[config.mk]
export PLATFORM = sky130hd
export DESIGN_NAME = param_shift_buffer
export DESIGN_NICKNAME = d
export VERILOG_FILES = /design/src/rtl/param_shift_buffer.sv
export SDC_FILE = /design/constraint.sdc
export NUM_CORES = 1
export LEC_CHECK = 0
export ABC_AREA = 0
export CAP_MARGIN = 20
export CORE_MARGIN = 2
export CORE_UTILIZATION = 56
export CTS_BUF_LIST = sky130_fd_sc_hd__clkbuf_4 sky130_fd_sc_hd__clkbuf_8
export CTS_CLUSTER_SIZE = 28
export DETAILED_ROUTE_END_ITERATION = 8
export MAX_ROUTING_LAYER = met4
export PLACE_DENSITY_LB_ADDON = 0.1
export SYNTH_ARGS = -nofsm -noshare
export SYNTH_HDL_FRONTEND = slang
export SYNTH_SLANG_ARGS = --single-unit
[constraint.sdc]
create_clock -name clk -period 2.5 [get_ports clk]
set_input_delay 0.5 -clock clk [delete_from_list [all_inputs] [get_ports clk]]
set_output_delay 0.5 -clock clk [all_outputs]
set_load 0.1 [all_outputs]
[src/rtl/param_shift_buffer.sv]
// WIDTH-bit, DEPTH-stage registered delay line with per-stage valid bits, run-time tap select,
// stall, flush and occupancy count. Define BUFFER_CHANGE_DETECT_EN to build the out_changed detector.
module param_shift_buffer #(
   parameter int WIDTH = 8,
   parameter int DEPTH = 4,
   parameter int SELW  = $clog2(DEPTH),
   parameter int CNTW  = $clog2(DEPTH + 1)
) (
   input  logic             clk,
   input  logic             reset,
   input  logic             en,
   input  logic             flush,
   input  logic             in_valid,
   input  logic [WIDTH-1:0] in_data,
   input  logic [SELW-1:0]  delay_sel,
   output logic             out_valid,
   output logic [WIDTH-1:0] out_data,
   output logic [CNTW-1:0]  occupancy,
   output logic             out_changed
);

   logic [WIDTH-1:0] stage_data [DEPTH];
   logic [DEPTH-1:0] stage_vld;
   logic [CNTW-1:0]  occ;
   logic [SELW-1:0]  tap;

   // Flush only drops valid bits; stale data stays in place but is never presented as valid.
   always_ff @(posedge clk or posedge reset) begin
      if (reset) begin
         for (int i = 0; i < DEPTH; i++) begin
            stage_data[i] <= '0;
         end
         stage_vld <= '0;
         occ       <= '0;
      end else if (flush) begin
         stage_vld <= '0;
         occ       <= '0;
      end else if (en) begin
         stage_data[0] <= in_data;
         for (int i = 1; i < DEPTH; i++) begin
            stage_data[i] <= stage_data[i-1];
         end
         stage_vld <= {stage_vld[DEPTH-2:0], in_valid};
         occ       <= occ + CNTW'(in_valid) - CNTW'(stage_vld[DEPTH-1]);
      end
   end

   // Out-of-range taps (non power-of-two DEPTH) read the last stage.
   always_comb begin
      tap = delay_sel;
      if ({1'b0, delay_sel} >= (SELW+1)'(DEPTH)) begin
         tap = SELW'(DEPTH - 1);
      end
   end

   assign out_data  = stage_data[tap];
   assign out_valid = stage_vld[tap];
   assign occupancy = occ;

`ifdef BUFFER_CHANGE_DETECT_EN
   logic [WIDTH-1:0] prev_out;

   always_ff @(posedge clk or posedge reset) begin
      if (reset) begin
         prev_out <= '0;
      end else if (out_valid) begin
         prev_out <= out_data;
      end
   end

   assign out_changed = out_valid & (out_data != prev_out);
`else
   assign out_changed = 1'b0;
`endif

endmodule

After elaboration in Yosys (flattened, before gate mapping)
Index checks and enable logic that the tools add are counted.
W data, S select, Z words.
{"block": "word_totals", "word_cells": 23, "regBits": 39}
{"block": "classes", "bitwise": 2, "order_cmp": 2, "muxes": 9, "add_sub_neg": 2, "reduce_logical": 2}
{"op": "$bmux W8 S2", "count": 1}
{"op": "$mux W8", "count": 2}
{"op": "$mux W4", "count": 2}
{"op": "$mux W3", "count": 2}
{"op": "$add A3 B1 Y3", "count": 1}
{"op": "$ge A3 B3 Y1 const B", "count": 1}
{"op": "$lt A2 B3 Y1 const B", "count": 1}
{"op": "$not A2 Y3", "count": 1}
{"op": "$sub A3 B1 Y3", "count": 1}
{"op": "$bmux W1 S2", "count": 1}
{"op": "$reduce_and A2 Y1", "count": 1}
{"op": "$reduce_bool A2 Y1", "count": 1}
{"op": "$mux W1", "count": 1}
{"op": "$not A1 Y1", "count": 1}

Depth between registers and ports, before layout
Gate-level depths: netlist of run 1.
{"block": "logic_depth", "word_depth": 4, "mapped_depth": 9, "ltp_nobuf": 9}

Worst setup path before layout of run 1
OpenSTA, ideal clock, no wires.
{"block": "synth_timing", "kind": "reg-to-reg", "startpoint": "reg occ[0] (netlist: occupancy[0])", "endpoint": "reg occ[2] (netlist: occupancy[2])", "required_time_ns": 2.380, "slack_ns": 0.029, "stages_incl_launch_ff": 10, "period_less_slack_ns": 2.471, "arrival_time_ns": 2.351, "setup_time_ns": 0.120, "path_cell_list": "dfrtp_1 -> inv_1 -> ha_1 -> inv_1 -> ha_1 -> inv_1 -> fa_1 -> xor2_1 -> a21oi_1 -> a31o_2"}
{"block": "synth_via", "elab_chain_len": 4}
{"item": "from (decl)", "line_no": "24", "source": "logic [CNTW-1:0] occ;"}
{"item": "from (signal assigned)", "line_no": "44", "source": "occ <= occ + CNTW'(in_valid) - CNTW'(stage_vld[DEPTH-1]);"}
{"item": "$add A3 B1 Y3", "line_no": "44"}
{"item": "$sub A3 B1 Y3", "line_no": "44"}
{"item": "$mux W3", "line_no": "38", "source": "end else if (en) begin"}
{"item": "$mux W3", "line_no": "35", "source": "end else if (flush) begin"}
Every way passes these cells. The select of a mux whose other input is x is not followed.
A chain may end at the register's enable or synchronous reset.

Final worst setup path of run 1
{"block": "layout_timing", "startpoint": "in delay_sel[0]", "endpoint": "out out_data[0]"}
{"block": "layout_via", "elab_chain_len": 4}
{"item": "from (decl)", "line_no": "15", "source": "input logic [SELW-1:0] delay_sel,"}
{"item": "$not A2 Y3 (not written as such)", "line_no": "56", "source": "assign out_data = stage_data[tap];"}
{"item": "$bmux W8 S2", "line_no": "56"}
{"item": "$mux W8 (not written as such) (2 in series)", "line_no": "56"}
{"item": "to (decl)", "line_no": "17", "source": "output logic [WIDTH-1:0] out_data,"}
Every way passes these cells. The select of a mux whose other input is x is not followed.

==> results of run 1 <==
per-layer routing:
metal | vias up | track usage (%) | share of wire (%)
li1 | 467 | - | -
met4 | 0 | 10.0 | 0.77
met3 | 2 | 5.41 | 5.7
met5 | - | - | 0
met1 | 523 | 28.1 | 48
met2 | 23 | 27.9 | 46
where the power goes:
part / internal [mW] / switching [mW] / leakage (nW) / total (mW)
combinational: 0.472 / 0.512 / 0.594 / 0.984
sequential: 0.784 / 0.116 / 0.474 / 0.900
clock: 0.107 / 0.217 / 0.0272 / 0.324
cell families (layout without fill, tap and decap cells):
logic type,count (synthesis),after routing,synth area share [%]
AO/OA/AOI/OAI,3,3,1.09
XOR/XNOR,1,1,0.449
adder cells (fa/ha/maj),3,3,2.31
buffers and inverters,13,46,6.41
flip-flops,39,39,50.0
multiplexers,46,46,37.2
other,1,1,0.192
AND/OR/NAND/NOR,9,9,2.37
synthesized netlist by cell type:
| master | n |
|---|---|
| sky130_fd_sc_hd__mux2_4 | 30 |
| sky130_fd_sc_hd__a31o_2 | 1 |
| sky130_fd_sc_hd__nand2b_1 | 1 |
| sky130_fd_sc_hd__inv_1 | 4 |
| sky130_fd_sc_hd__buf_2 | 1 |
| sky130_fd_sc_hd__conb_1 | 1 |
| sky130_fd_sc_hd__xor2_1 | 1 |
| sky130_fd_sc_hd__fa_1 | 1 |
| sky130_fd_sc_hd__nor2_1 | 7 |
| sky130_fd_sc_hd__buf_6 | 3 |
| sky130_fd_sc_hd__buf_4 | 1 |
| sky130_fd_sc_hd__buf_12 | 3 |
| sky130_fd_sc_hd__dfrtp_1 | 39 |
| sky130_fd_sc_hd__mux2i_1 | 5 |
| sky130_fd_sc_hd__mux2_2 | 2 |
| sky130_fd_sc_hd__mux4_2 | 9 |
| sky130_fd_sc_hd__a21oi_1 | 1 |
| sky130_fd_sc_hd__a211oi_1 | 1 |
| sky130_fd_sc_hd__ha_1 | 2 |
| sky130_fd_sc_hd__nor2b_4 | 1 |
| sky130_fd_sc_hd__buf_1 | 1 |
worst paths after layout:
kind | to | from | depth (start not counted) | slack, ns
setup / recovery | out_data[0] | delay_sel[0] | 4 | 0.06
hold / removal | stage_data[2]$_DFFE_PP0P_ | reset | 2 | 0.52
setup reg to reg | occupancy[2]$_DFFE_PP0P_ | occupancy[0]$_DFFE_PP0P_ | 9 | 0.59
hold reg to reg | stage_data[7]$_DFFE_PP0P_ | stage_data[7]$_DFFE_PP0P_ | 1 | 0.52
max in group asynchronous | stage_data[11]$_DFFE_PP0P_ | reset | 3 | 1.43
min in group clk | stage_data[7]$_DFFE_PP0P_ | stage_data[7]$_DFFE_PP0P_ | 1 | 0.52
state kept, by name, indices dropped and copies added, names as in the netlist:
| signal | flops |
|---|---|
| occupancy | 3 |
| stage_data | 32 |
| stage_vld | 4 |
worst register-to-register path, stage by stage, from the launching register on:
cell and delay (ns):
sky130_fd_sc_hd__dfrtp_1 0.40, sky130_fd_sc_hd__inv_1 0.05, sky130_fd_sc_hd__ha_1 0.28, sky130_fd_sc_hd__inv_1 0.05, sky130_fd_sc_hd__ha_1 0.12, sky130_fd_sc_hd__inv_1 0.04
sky130_fd_sc_hd__fa_1 0.38, sky130_fd_sc_hd__xor2_1 0.19, sky130_fd_sc_hd__a21oi_1 0.09, sky130_fd_sc_hd__a31o_2 0.21
area by class of cell:
| type | count | area [um^2] |
|---|---|---|
| Tap cell | 46 | 57.6 |
| Fill cell | 242 | 965 |
| Multi-Input combinational cell | 63 | 851 |
| Timing Repair Buffer | 34 | 415 |
| Inverter | 4 | 15.0 |
| Clock buffer | 5 | 37.5 |
| Clock inverter | 3 | 20.0 |
| Sequential cell | 39 | 976 |
per-stage QoR:
step | TNS [ns] | area, um^2
2_1_floorplan | 0 | 1950
3_3_place_gp | 0 | 2310
3_5_place_dp | 0 | 2310
4_1_cts | 0 | 2370
5_1_grt | -0.00127 | 2370
6_report | 0 | 2370
==> tab_implementation.tex, run 1 <==
\begin{tabular}{lr}
\hline
Metric & Value \\
\hline
\multicolumn{2}{l}{\textbf{Floorplan}} \\
\quad Die W & 63.0 um \\
\quad Die height & 63.0 um \\
\quad Io pins & 28 \\
\quad Number of standard-cell rows in the floorplan & 21 \\
\quad Full die area & 3970 um\^{}2 \\
\quad Placeable Area & 3340 um\^{}2 \\
\quad Starting density of the core & 58.5\% \\
\multicolumn{2}{l}{\textbf{Clock tree}} \\
\quad CTS tree & yes \\
\quad H-Tree Level Count & 2 \\
\quad Number of setup buffers added after CTS & 0 \\
\quad Number of buffers added by the clock tree synthesis step & 5 \\
\quad Root buf cell & sky130\_fd\_sc\_hd\_\_clkbuf\_4 \\
\quad Hold-fix buffer count after cts & 0 \\
\quad Clock latency on the worst-skew pair & 0.35 ns \\
\quad Count of clock tree sinks & 39 \\
\quad Post\_cts resized & 0 \\
\quad Buffers from clock root to sink, at most & 2 \\
\quad Clock slew at the register clock pins of the worst setup and hold paths & 0.13 ns \\
\multicolumn{2}{l}{\textbf{Cells and area}} \\
\quad Count of inserted antenna diode cells & 0 \\
\quad Ratio of cells with drive above 1 in the final layout & 48.0\% \\
\quad Count of non-filler cells in the finished layout & 194 \\
\quad Post-layout util & 71.1\% \\
\quad Number of nets in the layout & 165 \\
\quad Leading cell type in the layout, fill and taps excluded & sky130\_fd\_sc\_hd\_\_dfrtp\_1 \\
\quad Commonest cells after routing, fill and taps aside & sky130\_fd\_sc\_hd\_\_dfrtp\_1 (39), sky130\_fd\_sc\_hd\_\_mux2\_4 (30), sky130\_fd\_sc\_hd\_\_clkdlybuf4s50\_1 (14) \\
\quad Growth of design area from synthesis to finish & 21.5\% \\
\multicolumn{2}{l}{\textbf{Timing}} \\
\quad Final-report hold violation count & 0 \\
\quad Final critical-path setup slack & 0.0561 ns \\
\quad Final setup viols & 0 \\
\quad Total count of max-transition violations in the final report & 0 \\
\quad Tmin final & 2.44 ns \\
\quad Setup repair after global routing missed its margin & true \\
\quad Fmax & 409 MHz \\
\quad Actual slew at the worst max-slew pin & 0.650 ns \\
\quad Worst Skew & 0.0103 ns \\
\quad Hold\_ws & 0.524 ns \\
\quad Final critical-path share of the clock period & 97.8\% \\
\quad Relative max-transition margin & 56.6\% \\
\multicolumn{2}{l}{\textbf{Global route}} \\
\quad Wire length of the first global-routing pass & 5.80 mm \\
\quad Pin count of the biggest net entering global routing & 25 \\
\quad Grt total ovfl & 0 \\
\quad Vias in the first global route & 1,085 \\
\quad Number of antenna violations at the first check in global routing & 0 \\
\quad Global routing usage summed across all routing layers & 20.3\% \\
\multicolumn{2}{l}{\textbf{Setup path}} \\
\quad Dominant delay contributor by cell family on the critical path & buffers and inverters \\
\quad Cell with the largest stage delay on the worst path & sky130\_fd\_sc\_hd\_\_mux4\_2 \\
\quad Worst stage delay on the critical path & 0.54 ns \\
\quad Critical path class & input port to primary output \\
\quad Required @ worst endpoint & 2.00 ns \\
\quad Critical path launch point type & input port \\
\quad Worst Setup End Kind & primary output \\
\quad Arrival @ worst endpoint & 1.94 ns \\
\quad Cell Chain, Critical Path & clkdlybuf4s50\_1 -> buf\_4 -> mux4\_2 -> buf\_12 \\
\quad Buffers and inverters on the worst path & 3 \\
\quad Highest fanout seen on the critical path & 5 \\
\multicolumn{2}{l}{\textbf{Place}} \\
\quad Worst setup slack after placement & 0.0460 ns \\
\quad Port buffer count & 26 \\
\quad Number of placed instances with taps included & 186 \\
\quad Detailed placement HPWL & 2.26 mm \\
\quad Placer's final routability congestion estimate & 0.723 \\
\multicolumn{2}{l}{\textbf{Pwr}} \\
\quad Largest voltage drop on the vdd net & 0.529 mV \\
\quad PnR Total Power & 2.21 mW \\
\quad Power density over cell area & 931 nW/um\^{}2 \\
\quad Cell leakage power & 1.10 nW \\
\multicolumn{2}{l}{\textbf{Run}} \\
\quad Count of maximum capacitance violations & 0 \\
\multicolumn{2}{l}{\textbf{Synthesis}} \\
\quad Cell count after synthesis & 115 \\
\quad Synthesis Warnings & 0 \\
\quad Syn Nets & 133 \\
\quad Number of unique standard cell types used by synthesis & 21 \\
\quad Cells taking the most area after synthesis & sky130\_fd\_sc\_hd\_\_dfrtp\_1 (50\%), sky130\_fd\_sc\_hd\_\_mux2\_4 (23\%), sky130\_fd\_sc\_hd\_\_mux4\_2 (10\%), sky130\_fd\_sc\_hd\_\_buf\_12 (3.1\%), sky130\_fd\_sc\_hd\_\_mux2i\_1 (2.6\%) \\
\quad Avg Cell Area, Syn & 17.0 um\^{}2 \\
\quad Summed instance area of the synthesized netlist & 1950 um\^{}2 \\
\quad Leading area contributor after synthesis & sky130\_fd\_sc\_hd\_\_dfrtp\_1 \\
\quad Number of synthesized register bits & 39 \\
\quad Area share of the leading cell type in the synthesized netlist & 50.0\% \\
\quad Sequential-to-total area share from yosys stat & 50.0\% \\
\multicolumn{2}{l}{\textbf{Drt}} \\
\quad Vias & 1,015 \\
\quad Post-detailed-routing wire length & 3.27 mm \\
\quad Detailed-router iteration count before antenna repair & 4 \\
\quad Drt first-iter violations & 20 \\
\quad Number of design rule violations left after detail routing & 0 \\
\quad Via density & 5.23 \\
\quad Avg WL per Cell & 16.8 um \\
\quad ANT nets after route & 0 \\
\multicolumn{2}{l}{\textbf{Run status}} \\
\quad Status & completed \\
\multicolumn{2}{l}{\textbf{Worst hold path}} \\
\quad Kind of path behind the tightest hold check & input port to async pin \\
\hline
\end{tabular}
(Power assumes the default switching activity.)
==> run 2, diff against run 1 <==
--- a/config.mk
+++ b/config.mk
@@ -6,9 +6,10 @@
 export NUM_CORES = 1
 export LEC_CHECK = 0
 export ABC_AREA = 0
+export ABC_CLOCK_PERIOD_IN_PS = 2900
 export CAP_MARGIN = 20
 export CORE_MARGIN = 2
-export CORE_UTILIZATION = 56
+export CORE_UTILIZATION = 60
 export CTS_BUF_LIST = sky130_fd_sc_hd__clkbuf_4 sky130_fd_sc_hd__clkbuf_8
 export CTS_CLUSTER_SIZE = 28
 export DETAILED_ROUTE_END_ITERATION = 8
==> constraint.sdc (replaced) <==
create_clock -name clk -period 2.9 [get_ports clk]
set_input_delay 0.58 -clock clk [delete_from_list [all_inputs] [get_ports clk]]
set_output_delay 0.58 -clock clk [all_outputs]
set_load 0.1 [all_outputs]
==> tab_implementation.tex, run 2 (synthesis gave the netlist of run 1 again) <==
\begin{tabular}{lr}
\hline
Metric & Value \\
\hline
\multicolumn{2}{l}{\textbf{Run status}} \\
\quad Status & completed (unchanged) \\
\multicolumn{2}{l}{\textbf{Setup path}} \\
\quad Highest fanout seen on the critical path & 9 (was 5) \\
\quad Dominant delay contributor by cell family on the critical path & buffers and inverters (unchanged) \\
\quad Start point of the critical path & delay\_sel[0] (unchanged) \\
\quad Number of gates on the worst path with buffers counted & 4 (unchanged) \\
\quad Worst Setup EP & out\_data[6] (was out\_data[0]) \\
\quad Number of cell instances on the worst register-to-register path & 9 (unchanged) \\
\quad Cell Chain, Critical Path & clkdlybuf4s50\_1 -> buf\_12 -> mux4\_2 -> buf\_12 (was clkdlybuf4s50\_1 -> buf\_4 -> mux4\_2 -> buf\_12) \\
\quad Buffers and inverters on the worst path & 3 (unchanged) \\
\quad Worst Setup End Kind & primary output (unchanged) \\
\quad Worst reg2reg setup slack & 0.97 ns (was 0.59 ns) \\
\quad Arrival @ worst endpoint & 2.01 ns (was 1.94 ns) \\
\quad Critical path launch point type & input port (unchanged) \\
\quad Critical path class & input port to primary output (unchanged) \\
\quad Cell with the largest stage delay on the worst path & sky130\_fd\_sc\_hd\_\_mux4\_2 (unchanged) \\
\quad Reg2Reg Capture Point & occupancy[2]\$\_DFFE\_PP0P\_ (unchanged) \\
\quad Worst stage delay on the critical path & 0.55 ns (was 0.54 ns) \\
\quad Required @ worst endpoint & 2.32 ns (was 2.00 ns) \\
\quad FF-to-FF Start & occupancy[0]\$\_DFFE\_PP0P\_ (unchanged) \\
\quad Library cell appearing most often on the critical path & sky130\_fd\_sc\_hd\_\_buf\_12 \\
\multicolumn{2}{l}{\textbf{Floorplan}} \\
\quad Die height & 61.0 um (was 63.0 um) \\
\quad Starting density of the core & 63.4\% (was 58.5\%) \\
\quad Die W & 61.0 um (was 63.0 um) \\
\quad Full die area & 3730 um\^{}2 (was 3970 um\^{}2) \\
\quad Placeable Area & 3080 um\^{}2 (was 3340 um\^{}2) \\
\quad Io pins & 28 (unchanged) \\
\quad Number of standard-cell rows in the floorplan & 20 (was 21) \\
\multicolumn{2}{l}{\textbf{Global route}} \\
\quad Wire length of the first global-routing pass & 5.38 mm (was 5.80 mm) \\
\quad Grt total ovfl & 0 (unchanged) \\
\quad Pin count of the biggest net entering global routing & 40 (was 25) \\
\quad Global routing usage summed across all routing layers & 21.4\% (was 20.3\%) \\
\quad Number of antenna violations at the first check in global routing & 0 (unchanged) \\
\quad Vias in the first global route & 1,131 (was 1,085) \\
\multicolumn{2}{l}{\textbf{Timing}} \\
\quad Total count of max-transition violations in the final report & 0 (unchanged) \\
\quad Final setup viols & 0 (unchanged) \\
\quad Final critical-path setup slack & 0.312 ns (was 0.0561 ns) \\
\quad Fmax & 386 MHz \\
\quad Setup repair after global routing missed its margin & false (was true) \\
\quad Final critical-path share of the clock period & 89.2\% \\
\quad Final-report hold violation count & 0 (unchanged) \\
\quad Tmin final & 2.59 ns \\
\quad Hold\_ws & 0.522 ns (was 0.524 ns) \\
\quad Final TNS setup & 0 ns (unchanged) \\
\quad Worst Skew & 0.00735 ns (was 0.0103 ns) \\
\multicolumn{2}{l}{\textbf{Drt}} \\
\quad Drt first-iter violations & 36 (was 20) \\
\quad Detailed-router iteration count before antenna repair & 3 (was 4) \\
\quad Number of design rule violations left after detail routing & 0 (unchanged) \\
\quad Post-detailed-routing wire length & 3.15 mm (was 3.27 mm) \\
\quad Via density & 5.40 (was 5.23) \\
\quad ANT nets after route & 0 (unchanged) \\
\quad Vias & 1,021 (was 1,015) \\
\quad Avg WL per Cell & 16.7 um (was 16.8 um) \\
\multicolumn{2}{l}{\textbf{Place}} \\
\quad Port buffer count & 26 (unchanged) \\
\quad Worst setup slack after placement & 0.334 ns (was 0.0460 ns) \\
\quad Detailed placement HPWL & 2.08 mm (was 2.26 mm) \\
\quad Number of placed instances with taps included & 181 (was 186) \\
\quad Post-detailed-placement cell area & 2300 um\^{}2 (was 2310 um\^{}2) \\
\quad Placer's final routability congestion estimate & 0.700 (was 0.723) \\
\multicolumn{2}{l}{\textbf{Clock tree}} \\
\quad Clock latency on the worst-skew pair & 0.35 ns (about the same) \\
\quad Number of buffers added by the clock tree synthesis step & 5 (unchanged) \\
\quad CTS tree & yes (unchanged) \\
\quad Count of clock tree sinks & 39 (unchanged) \\
\quad H-Tree Level Count & 2 (unchanged) \\
\quad Number of setup buffers added after CTS & 0 (unchanged) \\
\quad Root buf cell & sky130\_fd\_sc\_hd\_\_clkbuf\_4 (unchanged) \\
\quad Clock slew at the register clock pins of the worst setup and hold paths & 0.11 ns (was 0.13 ns) \\
\quad Post\_cts resized & 0 (unchanged) \\
\quad Hold-fix buffer count after cts & 0 (unchanged) \\
\quad Buffers from clock root to sink, at most & 2 (unchanged) \\
\multicolumn{2}{l}{\textbf{Cells and area}} \\
\quad Max reg flops & 32 (unchanged) \\
\quad Leading cell type in the layout, fill and taps excluded & sky130\_fd\_sc\_hd\_\_dfrtp\_1 (unchanged) \\
\quad Count of inserted antenna diode cells & 0 (unchanged) \\
\quad Growth of design area from synthesis to finish & 20.6\% (was 21.5\%) \\
\quad Count of non-filler cells in the finished layout & 189 (was 194) \\
\quad Post-layout util & 76.5\% (was 71.1\%) \\
\quad Reg with most FFs & stage\_data (unchanged) \\
\quad Number of filler instances in the final layout & 201 (was 242) \\
\quad Commonest cells after routing, fill and taps aside & sky130\_fd\_sc\_hd\_\_dfrtp\_1 (39), sky130\_fd\_sc\_hd\_\_mux2\_4 (30), sky130\_fd\_sc\_hd\_\_clkdlybuf4s50\_1 (14) (unchanged) \\
\quad Ratio of cells with drive above 1 in the final layout & 46.9\% (was 48.0\%) \\
\quad Design area & 2350 um\^{}2 (was 2370 um\^{}2) \\
\quad Number of nets in the layout & 162 (was 165) \\
\multicolumn{2}{l}{\textbf{Pwr}} \\
\quad Largest voltage drop on the vdd net & 0.583 mV (was 0.529 mV) \\
\quad Power density over cell area & 803 nW/um\^{}2 (was 931 nW/um\^{}2) \\
\quad PnR Total Power & 1.89 mW (was 2.21 mW) \\
\quad Cell leakage power & 1.09 nW (was 1.10 nW) \\
\multicolumn{2}{l}{\textbf{Worst hold path}} \\
\quad Kind of path behind the tightest hold check & flip-flop to flip-flop (was input port to async pin) \\
\multicolumn{2}{l}{\textbf{Run}} \\
\quad Count of maximum capacitance violations & 0 (unchanged) \\
\hline
\end{tabular}
-- run 2: cell count changes in the layout (fill, tap and decap cells not counted), sizes merged --
cell | before | now
buf | 20 | 17
clkinv | 1 | 3
clkinvlp | 2 | 0
-- run 2: worst register-to-register path, delay by kind of cell, from the launching register on --
| kind | cells | cell delay (ns) |
|---|---|---|
| fa+ha+maj | 3 | 0.80 |
| flops | 1 | 0.38 |
| compound gates | 2 | 0.30 |
| xor+xnor | 1 | 0.19 |
| buf+inv | 3 | 0.16 |
-- run 2: metal layers --
| layer | global-route usage, % | up-vias | share of wire, % |
|---|---|---|---|
| met5 | - | - | 0 |
| li1 | - | 462 | - |
| met3 | 5.04 | 7 | 4.0 |
| met1 | 29.5 | 530 | 49 |
| met4 | 9.32 | 0 | 1.7 |
| met2 | 30.5 | 22 | 46 |
-- run 2: area by class of cell --
type / instances / area, um^2 / share of cell area (%)
well taps: 44 / 55.1 / 2.34
inverters: 4 / 15.0 / 0.638
flip-flops and latches: 39 / 976 / 41.4
multi-input cells: 63 / 851 / 36.1
clock inverters: 3 / 15.0 / 0.638
clock buffers: 5 / 37.5 / 1.59
repair buffers: 31 / 405 / 17.2
-- run 2: report_power, final --
| group | internal (mW) | switching, mW | leakage [nW] |
|---|---|---|---|
| logic | 0.406 | 0.445 | 0.583 |
| clock network | 0.0902 | 0.174 | 0.0347 |
| registers | 0.676 | 0.0985 | 0.474 |
| total | 1.17 | 0.717 | 1.09 |
-- run 2: how the worst min path moves through the flow --
| stage | cells past startpoint | start | end |
|---|---|---|---|
| 6_report | 1 | stage_data[2]$_DFFE_PP0P_ | stage_data[2]$_DFFE_PP0P_ |
| 5_1_grt | 1 | stage_data[6]$_DFFE_PP0P_ | stage_data[6]$_DFFE_PP0P_ |
| 4_1_cts | 1 | stage_data[6]$_DFFE_PP0P_ | stage_data[6]$_DFFE_PP0P_ |
| 3_5_place_dp | 1 | stage_data[1]$_DFFE_PP0P_ | stage_data[1]$_DFFE_PP0P_ |
| 3_3_place_gp | 1 | stage_data[3]$_DFFE_PP0P_ | stage_data[3]$_DFFE_PP0P_ |
| 2_1_floorplan | 1 | stage_data[0]$_DFFE_PP0P_ | stage_data[0]$_DFFE_PP0P_ |
